**src/rtl/parser_pkg.sv**
```systemverilog
// Shared types for the UART message path: message kinds from the classifier,
// protocol characters, and the sequencer FSM encoding.
package parser_pkg;

  typedef enum logic [2:0] {
    MSG_NONE        = 3'd0,
    RGF_WRITE       = 3'd1,
    RGF_READ        = 3'd2,
    SINGLE_PIXEL_WR = 3'd3,
    START_BURST_WR  = 3'd4,
    START_BURST_RD  = 3'd5,
    BURST_PIXEL_WR  = 3'd6
  } msg_type_e;

  localparam logic [7:0] CHAR_W  = 8'h57;
  localparam logic [7:0] CHAR_R  = 8'h52;
  localparam logic [7:0] CHAR_P  = 8'h50;
  localparam logic [7:0] CHAR_B  = 8'h42;
  localparam logic [7:0] CHAR_CR = 8'h0D;
  localparam logic [7:0] CHAR_LF = 8'h0A;

  localparam int unsigned TX_W = 96;

  typedef enum logic [2:0] {
    StIdle,
    StRgfWr,
    StRgfRd,
    StRdResp,
    StBurstWr,
    StBrdIssue,
    StBrdResp
  } seq_state_e;

endpackage

```
**src/rtl/uart_msg_sequencer_addr_gen.sv**
```systemverilog
// Burst address generator: word count from image dimensions, word pointer,
// read base, and the last-word flag.
module seq_addr_gen #(
  parameter int unsigned SRAM_AW  = 14,
  parameter int unsigned IMG_BASE = 0,
  parameter int unsigned DIM_W    = 12
) (
  input  logic               clk_i,
  input  logic               rst_i,
  input  logic               load_i,
  input  logic               inc_i,
  input  logic [31:0]        height_i,
  input  logic [31:0]        width_i,
  input  logic [SRAM_AW-1:0] base_i,
  output logic               total_zero_o,
  output logic [SRAM_AW-1:0] wr_addr_o,
  output logic [SRAM_AW-1:0] rd_addr_o,
  output logic               last_o
);

  localparam int unsigned TW = 2 * DIM_W;

  logic [TW-1:0]      prod, total;
  logic [TW-1:0]      ptr_q, ptr_d, total_q, total_d;
  logic [SRAM_AW-1:0] base_q, base_d;
  logic               unused_dims;

  assign unused_dims = ^{height_i[31:DIM_W], width_i[31:DIM_W]};

  // Words needed for H*W pixels at four pixels per word, rounded up.
  assign prod         = TW'(height_i[DIM_W-1:0]) * TW'(width_i[DIM_W-1:0]);
  assign total        = (prod + TW'(3)) >> 2;
  assign total_zero_o = (total == '0);

  assign wr_addr_o = SRAM_AW'(IMG_BASE) + ptr_q[SRAM_AW-1:0];
  assign rd_addr_o = base_q + ptr_q[SRAM_AW-1:0];
  assign last_o    = (ptr_q == total_q - TW'(1));

  always_comb begin
    ptr_d   = ptr_q;
    total_d = total_q;
    base_d  = base_q;
    if (load_i) begin
      ptr_d   = '0;
      total_d = total;
      base_d  = base_i;
    end else if (inc_i) begin
      ptr_d = ptr_q + TW'(1);
    end
  end

  always_ff @(posedge clk_i) begin
    if (rst_i) begin
      ptr_q   <= '0;
      total_q <= '0;
      base_q  <= '0;
    end else begin
      ptr_q   <= ptr_d;
      total_q <= total_d;
      base_q  <= base_d;
    end
  end

endmodule

```
**src/rtl/uart_msg_sequencer.sv**
```systemverilog
// Executes classified UART messages on the RGF bus, the per-channel pixel SRAMs
// and the TX response path; one request interface is active at a time.
module uart_msg_sequencer
  import parser_pkg::*;
#(
  parameter int unsigned SRAM_AW      = 14,
  parameter int unsigned RGF_MAX_ADDR = 31,
  parameter int unsigned IMG_BASE     = 0,
  parameter int unsigned DIM_W        = 12
) (
  input  logic               clk,
  input  logic               rst,
  input  logic               data_available,
  input  msg_type_e          classified_type,
  input  logic [7:0]         parsed_addr,
  input  logic [15:0]        parsed_offset_addr,
  input  logic [15:0]        parsed_data_high,
  input  logic [15:0]        parsed_data_low,
  input  logic [31:0]        parsed_height,
  input  logic [31:0]        parsed_width,
  input  logic [7:0]         pixel_r,
  input  logic [7:0]         pixel_g,
  input  logic [7:0]         pixel_b,
  input  logic [31:0]        burst_red,
  input  logic [31:0]        burst_green,
  input  logic [31:0]        burst_blue,
  output logic               seq_ready,
  output logic               burst_done,
  output logic               rgf_wr_en,
  output logic               rgf_rd_en,
  output logic [7:0]         rgf_addr,
  output logic [31:0]        rgf_wdata,
  input  logic [31:0]        rgf_rdata,
  input  logic               rgf_ack,
  output logic               sram_wr_en,
  output logic               sram_rd_en,
  output logic [SRAM_AW-1:0] sram_addr,
  output logic [3:0]         sram_wmask,
  output logic [31:0]        sram_wdata_r,
  output logic [31:0]        sram_wdata_g,
  output logic [31:0]        sram_wdata_b,
  input  logic [31:0]        sram_rdata_r,
  input  logic [31:0]        sram_rdata_g,
  input  logic [31:0]        sram_rdata_b,
  output logic               tx_valid,
  output logic [TX_W-1:0]    tx_data,
  input  logic               tx_ready,
  output logic               err_drop
);

  seq_state_e         state_q, state_d;
  logic [7:0]         addr_q, addr_d;
  logic [31:0]        wdata_q, wdata_d;
  logic [TX_W-1:0]    tx_data_q, tx_data_d;
  logic               pix_pend_q, pix_pend_d;
  logic [SRAM_AW-1:0] pix_addr_q, pix_addr_d;
  logic [1:0]         pix_lane_q, pix_lane_d;
  logic [7:0]         pix_r_q, pix_r_d, pix_g_q, pix_g_d, pix_b_q, pix_b_d;
  logic               burst_done_q, burst_done_d;
  logic               cap_q, cap_d;
  logic               gen_load, gen_inc, gen_total_zero, gen_last;
  logic [SRAM_AW-1:0] gen_wr_addr, gen_rd_addr;
  logic               rgf_in_range;

  assign rgf_in_range = ({24'b0, parsed_addr} <= RGF_MAX_ADDR);

  seq_addr_gen #(
    .SRAM_AW  (SRAM_AW),
    .IMG_BASE (IMG_BASE),
    .DIM_W    (DIM_W)
  ) u_addr_gen (
    .clk_i        (clk),
    .rst_i        (rst),
    .load_i       (gen_load),
    .inc_i        (gen_inc),
    .height_i     (parsed_height),
    .width_i      (parsed_width),
    .base_i       (parsed_offset_addr[SRAM_AW+1:2]),
    .total_zero_o (gen_total_zero),
    .wr_addr_o    (gen_wr_addr),
    .rd_addr_o    (gen_rd_addr),
    .last_o       (gen_last)
  );

  always_comb begin
    state_d      = state_q;
    addr_d       = addr_q;
    wdata_d      = wdata_q;
    tx_data_d    = tx_data_q;
    pix_pend_d   = 1'b0;
    pix_addr_d   = pix_addr_q;
    pix_lane_d   = pix_lane_q;
    pix_r_d      = pix_r_q;
    pix_g_d      = pix_g_q;
    pix_b_d      = pix_b_q;
    burst_done_d = 1'b0;
    cap_d        = 1'b0;
    gen_load     = 1'b0;
    gen_inc      = 1'b0;
    seq_ready    = 1'b0;
    burst_done   = 1'b0;
    rgf_wr_en    = 1'b0;
    rgf_rd_en    = 1'b0;
    rgf_addr     = '0;
    rgf_wdata    = '0;
    sram_wr_en   = 1'b0;
    sram_rd_en   = 1'b0;
    sram_addr    = '0;
    sram_wmask   = '0;
    sram_wdata_r = '0;
    sram_wdata_g = '0;
    sram_wdata_b = '0;
    tx_valid     = 1'b0;
    tx_data      = '0;
    err_drop     = 1'b0;

    // Reset forces every output low, including the registered ones.
    if (!rst) begin
      burst_done = burst_done_q;
      tx_data    = tx_data_q;

      // Deferred single-pixel write; the FSM is always idle in this cycle.
      if (pix_pend_q) begin
        sram_wr_en   = 1'b1;
        sram_addr    = pix_addr_q;
        sram_wmask   = 4'b1000 >> pix_lane_q;
        sram_wdata_r = {pix_r_q, 24'b0} >> {pix_lane_q, 3'b000};
        sram_wdata_g = {pix_g_q, 24'b0} >> {pix_lane_q, 3'b000};
        sram_wdata_b = {pix_b_q, 24'b0} >> {pix_lane_q, 3'b000};
      end

      case (state_q)
        StIdle: begin
          if (data_available) begin
            seq_ready = 1'b1;
            addr_d    = parsed_addr;
            wdata_d   = {parsed_data_high, parsed_data_low};
            case (classified_type)
              RGF_WRITE: begin
                if (rgf_in_range) state_d = StRgfWr;
                else err_drop = 1'b1;
              end
              RGF_READ: begin
                if (rgf_in_range) state_d = StRgfRd;
                else err_drop = 1'b1;
              end
              SINGLE_PIXEL_WR: begin
                pix_pend_d = 1'b1;
                pix_addr_d = parsed_offset_addr[SRAM_AW+1:2];
                pix_lane_d = parsed_offset_addr[1:0];
                pix_r_d    = pixel_r;
                pix_g_d    = pixel_g;
                pix_b_d    = pixel_b;
              end
              START_BURST_WR: begin
                gen_load = 1'b1;
                if (gen_total_zero) burst_done_d = 1'b1;
                else state_d = StBurstWr;
              end
              START_BURST_RD: begin
                gen_load = 1'b1;
                if (!gen_total_zero) state_d = StBrdIssue;
              end
              default: err_drop = 1'b1;
            endcase
          end
        end
        StRgfWr: begin
          rgf_wr_en = 1'b1;
          rgf_addr  = addr_q;
          rgf_wdata = wdata_q;
          if (rgf_ack) state_d = StIdle;
        end
        StRgfRd: begin
          rgf_rd_en = 1'b1;
          rgf_addr  = addr_q;
          if (rgf_ack) begin
            tx_data_d = {{(TX_W-32){1'b0}}, rgf_rdata};
            state_d   = StRdResp;
          end
        end
        StRdResp: begin
          tx_valid = 1'b1;
          if (tx_ready) state_d = StIdle;
        end
        StBurstWr: begin
          if (data_available) begin
            seq_ready = 1'b1;
            if (classified_type == BURST_PIXEL_WR) begin
              sram_wr_en   = 1'b1;
              sram_wmask   = 4'hF;
              sram_addr    = gen_wr_addr;
              sram_wdata_r = burst_red;
              sram_wdata_g = burst_green;
              sram_wdata_b = burst_blue;
              gen_inc      = 1'b1;
              if (gen_last) begin
                burst_done_d = 1'b1;
                state_d      = StIdle;
              end
            end else begin
              err_drop = 1'b1;
            end
          end
        end
        StBrdIssue: begin
          sram_rd_en = 1'b1;
          sram_addr  = gen_rd_addr;
          cap_d      = 1'b1;
          state_d    = StBrdResp;
        end
        StBrdResp: begin
          // First cycle only captures the SRAM read data; the beat is offered after.
          if (cap_q) begin
            tx_data_d = {sram_rdata_r, sram_rdata_g, sram_rdata_b};
          end else begin
            tx_valid = 1'b1;
            if (tx_ready) begin
              gen_inc = 1'b1;
              state_d = gen_last ? StIdle : StBrdIssue;
            end
          end
        end
        default: state_d = StIdle;
      endcase
    end
  end

  always_ff @(posedge clk) begin
    if (rst) begin
      state_q      <= StIdle;
      addr_q       <= '0;
      wdata_q      <= '0;
      tx_data_q    <= '0;
      pix_pend_q   <= 1'b0;
      pix_addr_q   <= '0;
      pix_lane_q   <= '0;
      pix_r_q      <= '0;
      pix_g_q      <= '0;
      pix_b_q      <= '0;
      burst_done_q <= 1'b0;
      cap_q        <= 1'b0;
    end else begin
      state_q      <= state_d;
      addr_q       <= addr_d;
      wdata_q      <= wdata_d;
      tx_data_q    <= tx_data_d;
      pix_pend_q   <= pix_pend_d;
      pix_addr_q   <= pix_addr_d;
      pix_lane_q   <= pix_lane_d;
      pix_r_q      <= pix_r_d;
      pix_g_q      <= pix_g_d;
      pix_b_q      <= pix_b_d;
      burst_done_q <= burst_done_d;
      cap_q        <= cap_d;
    end
  end

endmodule
```
**config.mk**
```make
export PLATFORM = sky130hd
export DESIGN_NAME = uart_msg_sequencer
export DESIGN_NICKNAME = d
export VERILOG_FILES = /design/src/rtl/parser_pkg.sv /design/src/rtl/uart_msg_sequencer_addr_gen.sv /design/src/rtl/uart_msg_sequencer.sv
export SDC_FILE = /design/constraint.sdc
export NUM_CORES = 1
export LEC_CHECK = 0
export BUFFER_PORTS_ARGS = -buffer_cell sky130_fd_sc_hd__buf_4
export CAP_MARGIN = 10
export CORE_AREA = 2 2 244 246
export CTS_CLUSTER_SIZE = 8
export DETAILED_ROUTE_END_ITERATION = 8
export DIE_AREA = 0 0 246 248
export GPL_TIMING_DRIVEN = 1
export PLACE_DENSITY = 0.56
export SLEW_MARGIN = 40
export SYNTH_ARGS = -nofsm -noshare
export SYNTH_HDL_FRONTEND = slang
export SYNTH_HIERARCHICAL = 1
export SYNTH_SLANG_ARGS = --single-unit
```
**constraint.sdc**
```tcl
create_clock -name clk -period 8.95 [get_ports clk]
set_input_delay 0 -clock clk [delete_from_list [all_inputs] [get_ports clk]]
set_output_delay 0 -clock clk [all_outputs]
set_load 0.005 [all_outputs]
```
==> results.md, run 1 <==
- Ys flop type: dfxtp_1
- Clock skew: 0.0285 ns
- CTS tree: built
- Wire per inst: 20.7 µm
- Sum of negative setup slack: 0 ns
- PostCTS Resize Cnt: 0
- Clock Sinks: 242
- Area leader, netlist: dfxtp_1
- Clk root buf: clkbuf_16
- 1st-pass router iterations: 5
- Leakage: 12.0 nW
- Most frequent cells in the layout: 603 x buf_4, 511 x nand2_1, 240 x dfxtp_1, 224 x a21oi_1, 216 x inv_1
- Post-synthesis sequential element count: 242
- Max-cap violations: 0
- Final Hold Viols: 0
- Crit path kind: input port to register
- Mean Syn Cell Area: 7.51 µm²
- # setup viols final: 0
- Post-synth ARST share: 0%
- First-pass GRT wire length: 116000 µm
- Crit-path max FO: 12
- Mapped Area: 18000 µm²
- Peak VDD IR: 0.000148 V
- Setup WS pre-CTS: 2.01 ns
- Post-synth EDFFs: 0
- Port Buf Inserts: 593
- Dominant cells by area after synthesis: dfxtp_1 27%, fa_1 11%, nand2_1 11%
- Worst slew pin tran: 0.876 ns
- Distinct cell type count after synthesis: 76
- Clock Latency Late Sink: 0.55 ns
- CTS buffer count: 37
- Pwr dens: 196 nW/µm²
- Setup crit end kind: register
- Dpl hpwl: 61200 µm
- Die area: 61000 µm²
- Syn nets: 2959
- Clock transition at path regs: 0.05 ns
- Crit path required time: 9.44 ns
- Met1 Usage GRT: 32.0%
- Final WS setup: 2.57 ns
- Share of the synthesized area in the top cell type: 26.9%
- Max-slew violation count: 0
- Outcome: completed
- Die Y: 248 µm
- GRT met3 Usage: 4.81%
- Highest Clock Rate: 157 MHz
- Yosys warning count: 6
- Core Region: 58500 µm²
- I/O pin count: 634
- Filler cell count: 5895
- Crit start category: input port
- Layout cell share with drive strength beyond 1: 22.2%
- RSZ-0062 raised after global routing: false
- Hold depth: 2
- Tcrit/Tclk final: 71.3%
- Register area share after synthesis: 26.9%
- Mapped Cells: 2402
- Largest net degree at the start of global routing: 99
- Tmin final: 6.38 ns
- Initial DRC count: 987
- DR vias/cell: 4.95
- RD Place Congestion: 0.962
- Clock Path Buffers: 3
- Initial antenna violation count: 7
- Grt ovf: 0
- Post-route ant nets: 0
- Num rows: 89
- Tot GR Track Use: 24.8%
- Vias: 19200
- # nets final: 3647
- Synth-to-Final Area Change: 44.0%
- Chip Width: 246 µm
- Vias in the first global route: 18800
- Worst hold path class: input port to register
- Reg2reg path depth: 14
- DRC Markers: 0
- Most common cell after layout, fill and taps aside: buf_4
- Starting Density: 30.9%
- DRT Wirelength: 80300 µm
- Busiest grt layer: met2
- M2 GR Usage: 40.0%
- H-tree depth: 2
- Worst Path Arrival: 6.88 ns
- Slew HR: 41.1%
-- worst max-delay path: stages --
cell,delay (ns)
buf_4,0.16
and2_1,0.18
fa_1,0.53
inv_1,0.05
fa_1,0.47
inv_1,0.05
fa_1,0.51
fa_1,0.54
inv_1,0.05
fa_1,0.52
inv_1,0.04
ha_1,0.33
a21oi_1,0.51
a21oi_2,0.13
or3_1,0.35
a2111oi_0,0.42
or4b_1,0.47
nor4_1,0.25
and4b_1,0.37
nand2_1,0.08
o22ai_1,0.13
and4b_1,0.20
dlygate4sd3_1,0.54
-- timing repair --
| action | 4_1_cts | 5_1_grt |
|---|---|---|
| endpoints found under the setup margin | 0 | 0 |
| endpoints found under the hold margin | 194 | 0 |
| setup buffers | 0 | 0 |
| hold buffers | 213 | 0 |
-- power by group --
group	internal (mW)	switching [mW]	total, mW	leakage [nW]
logic	1.11	1.43	2.54	9.55
clock network	0.770	0.522	1.29	0.507
registers	1.18	0.0931	1.27	1.96
total	3.06	2.04	5.10	12.0
-- cell families (layout without fill, tap and decap cells) --
logic type | count (synthesis) | count (layout) | synth area share, %
xor+xnor | 78 | 78 | 3.79
fa+ha+maj | 181 | 181 | 16.8
other cells | 0 | 5 | 0
mux | 38 | 38 | 2.12
simple gates | 1050 | 1050 | 27.1
compound gates | 425 | 425 | 14.0
buf+inv | 388 | 1087 | 9.34
flops | 242 | 242 | 26.9
-- flip-flops by register name, summed over array words and instances, names as in the netlist --
register and count:
addr_q 8, burst_done_q 1, cap_q 1, pix_addr_q 14, pix_b_q 8, pix_g_q 8
pix_lane_q 2, pix_pend_q 1, pix_r_q 8, state_q 3, tx_data_q 96, u_addr_gen/base_q 14
u_addr_gen/ptr_q 24, u_addr_gen/total_q 22, wdata_q 32
-- worst paths after layout --
path                                      startpoint                            endpoint  slack, ns
hold reg to reg              wdata_q[4]$_SDFFE_PP0P_             wdata_q[4]$_SDFFE_PP0P_       0.45
hold / removal                                   rst  u_addr_gen/base_q[11]$_SDFFE_PP0P_       0.08
setup reg to reg  u_addr_gen/total_q[7]$_SDFFE_PP0P_             state_q[2]$_SDFFE_PP0P_       4.82
setup / recovery                     parsed_width[8]             burst_done_q$_SDFF_PP0_       2.57
-- routing by layer --
metal	up-vias	wire length [µm]	part of all wire, %
li1	9152	-	-
met1	9238	34400	43
met2	643	36900	46
met3	145	4930	6.1
met4	4	4080	5.1
met5	-	23	0.029
-- cell usage after synthesis, drive strengths merged (46+ instances only) --
| library cell | instances |
|---|---|
| and2 | 103 |
| nand2b | 77 |
| nor2b | 46 |
| o21ai | 91 |
| fa | 101 |
| inv | 216 |
| clkbuf | 92 |
| ha | 80 |
| dfxtp | 242 |
| nor2 | 160 |
| buf | 80 |
| a21oi | 226 |
| nand3 | 59 |
| nand2 | 512 |
-- layout make-up --
type / instances / area [µm²] / share of cell area, %
diodes: 5 / 12.5 / 0.0482
inverters: 216 / 811 / 3.12
repair buffers: 821 / 6730 / 25.9
clock buffers: 46 / 990 / 3.81
multi-input cells: 1772 / 11600 / 44.6
well taps: 773 / 967 / 3.72
flip-flops and latches: 242 / 4850 / 18.7
clock inverters: 4 / 46.3 / 0.178
-- stage by stage --
stage | instance area, µm² | utilization [%] | hold WS [ns] | total power, mW | cells
2_1_floorplan | 18000 | - | 0.100 | 3.07 | 2402
3_3_place_gp | 22700 | 38.9 | 0.195 | 3.64 | 3610
3_5_place_dp | 22800 | 39.0 | 0.202 | 3.69 | 3611
4_1_cts | 26000 | 44.4 | 0.0367 | 5.13 | 3874
5_1_grt | 26000 | 44.4 | 0.0892 | 5.50 | 3877
6_report | 26000 | 44.4 | 0.0754 | 5.10 | 3879
(Power assumes the default switching activity.)
==> run 2: changes to the inputs <==
- clock period: 8.95 -> 6 ns (I/O delays scaled with it)
==> run 2 against run 1 <==
Net effect:
- critical path depth up 1
- sequential power up 47%
- hold slack better by 0.043 ns
- clock skew down 0.010 ns
- critical path type unchanged
- critical endpoint is now state_q[2]$_SDFFE_PP0P_
- largest cell class unchanged
==> results.md, run 2 (same netlist as run 1, synthesis figures left out) <==
- Post-route ant nets: 0 (unchanged)
- Crit start category: input port
- Die area: 61000 µm² (unchanged)
- Grt ovf: 0 (unchanged)
- Layout cell share with drive strength beyond 1: 25.4% (+3.3 points)
- Vias in the first global route: 19300 (+3.0%)
- Clock skew: 0.0183 ns (-0.0102 ns)
- Tot GR Track Use: 25.8% (+1.0 points)
- Core Region: 58500 µm² (unchanged)
- CTS buffer count: 37 (unchanged)
- Outcome: completed
- Tmin final: 5.78 ns
- Largest regs: tx_data_q (96), wdata_q (32), u_addr_gen/ptr_q (24)
- Starting Density: 30.9% (unchanged)
- Most common cell after layout, fill and taps aside: buf_4
- Hold slack: 0.118 ns (+0.0427 ns)
- Tcrit/Tclk final: 96.3%
- Die Y: 248 µm (unchanged)
- First-pass GRT wire length: 120000 µm (+3.0%)
- Most frequent cells in the layout: 702 x buf_4, 508 x nand2_1, 240 x dfxtp_1, 221 x a21oi_1, 213 x inv_1
- Max-cap violations: 0 (unchanged)
- # setup viols final: 0 (unchanged)
- Worst path top cell family by delay: adder cells
- Clock Latency Late Sink: 0.54 ns (about the same)
- Slew HR: 45.1% (+4.1 points)
- DR vias/cell: 4.93 (-0.38%)
- H-tree depth: 2 (unchanged)
- DRT Wirelength: 83200 µm (+3.6%)
- FF+latch area: 4850 µm² (about the same)
- # nets final: 3744 (+2.7%)
- Final Util: 46.0% (+1.5 points)
- CP peak stage delay: 0.57 ns (+0.03 ns)
- Worst hold path class: input port to register
- Reg with most FFs: tx_data_q
- Num rows: 89 (unchanged)
- CTS tree: built
- Pwr dens: 322 nW/µm² (+64%)
- Max-slew violation count: 0 (unchanged)
- Crit path kind: input port to register
- Initial DRC count: 1157 (+17%)
- Crit path required time: 6.38 ns (-3.06 ns)
- Clock Sinks: 242 (unchanged)
- Vias: 19600 (+2.1%)
- RD Place Congestion: 1.02 (+5.5%)
- Filler cell count: 5941 (+0.78%)
- Chip Width: 246 µm (unchanged)
- DRC Markers: 0 (unchanged)
- Setup crit end kind: register
- RSZ-0062 raised after global routing: false
- Initial antenna violation count: 11 (+4)
- Worst slew pin tran: 0.822 ns (-0.0539 ns)
- Worst Path Arrival: 6.16 ns (-0.72 ns)
- Dpl hpwl: 64400 µm (+5.1%)
- Highest Clock Rate: 173 MHz
- Largest register FFs: 96 (unchanged)
- Largest net degree at the start of global routing: 156 (+58%)
- Clock Path Buffers: 3 (unchanged)
- Peak VDD IR: 0.000278 V (+88%)
- Clk root buf: clkbuf_16
- Worst path slowest cell: fa_1
- Wire per inst: 20.9 µm (+1.1%)
- Synth-to-Final Area Change: 49.0%
- Most common cell on crit path: fa_1
- Overall power: 8.66 mW (+70%)
- 1st-pass router iterations: 5 (unchanged)
- Leakage: 12.5 nW (+4.1%)
- Final Hold Viols: 0 (unchanged)
- I/O pin count: 634 (unchanged)
- Port Buf Inserts: 593 (unchanged)
- Crit path buf inv count: 6 (unchanged)
- Crit-path max FO: 5 (-7)
- Crit path cell chain: buf_4 > buf_4 > and2_1 > fa_1 > fa_1 > fa_1 > fa_1 > inv_1 > fa_1 > inv_1 > ha_1 > nand2_1 > a21oi_2 > buf_4 > or3_4 > a2111oi_4 > or4b_4 > nor4_4 > and4b_2 > a2bb2oi_2 > o211ai_1 > buf_4 > a21oi_2 > a311oi_2
- Clock transition at path regs: 0.05 ns (about the same)
- Area occupied by multi-input gates: 11800 µm² (+1.6%)
-- run 2: cell types whose count changed in the layout (fill, tap and decap cells not counted), sizes merged --
cell	change
diode	+3
clkbuf	-2
dlygate4sd3	-1
buf	+98
inv	-1
-- run 2: what timing repair did --
item	in CTS	in global routing
hold buffers	212	0
setup buffers	0	1
resized for setup	0	32
endpoints found under the setup margin	0	3
endpoints found under the hold margin	194	0
-- run 2: power breakdown --
group / switching [mW] / internal, mW / total [mW]
registers: 0.112 / 1.75 / 1.87
logic: 2.47 / 2.40 / 4.87
clock network: 0.776 / 1.15 / 1.93
-- run 2: per-stage QoR --
step	setup WS, ns	instance area [µm²]	setup TNS (ns)	std cells
after floorplan	0.00153	18100	0	2402
after detailed placement	-0.536	23500	-1.57	3708
after global placement	-0.462	23500	-1.39	3706
final	0.220	26900	0	3976
after global routing	0.00462	26900	0	3975
after CTS	0.0266	26700	0	3967
-- run 2: final cells by class --
class	count	area share (%)
multi-input combinational	1772	43.8
timing repair buffer	918	27.7
sequential	242	18.0
clock buffer	44	3.70
tap	773	3.60
inverter	216	3.02
clock inverter	3	0.0977
antenna	8	0.0745
-- run 2: layer usage --
metal | vias to the layer above | global-route usage [%] | share of wire (%)
met5 | - | 0 | 0.016
met4 | 2 | 13.2 | 5.1
met3 | 153 | 5.47 | 6.9
met2 | 638 | 42.3 | 47
met1 | 9465 | 32.0 | 41
li1 | 9329 | - | -
-- run 2: path summary, 6_finish.rpt --
kind,start,to,slack [ns],cells past startpoint
worst max-delay path,parsed_height[5],state_q[2]$_SDFFE_PP0P_,0.22,24
worst min-delay path,rgf_ack,state_q[0]$_SDFFE_PP0P_,0.12,5
worst max register to register,u_addr_gen/total_q[8]$_SDFFE_PP0P_,state_q[1]$_SDFFE_PP0P_,1.76,14
worst min register to register,wdata_q[3]$_SDFFE_PP0P_,wdata_q[3]$_SDFFE_PP0P_,0.45,2
-- run 2: worst min-delay path: stages --
cell	delay, ns
buf_4	0.10
o22a_1	0.14
o22a_1	0.21
nand4_1	0.09
o21ai_0	0.07
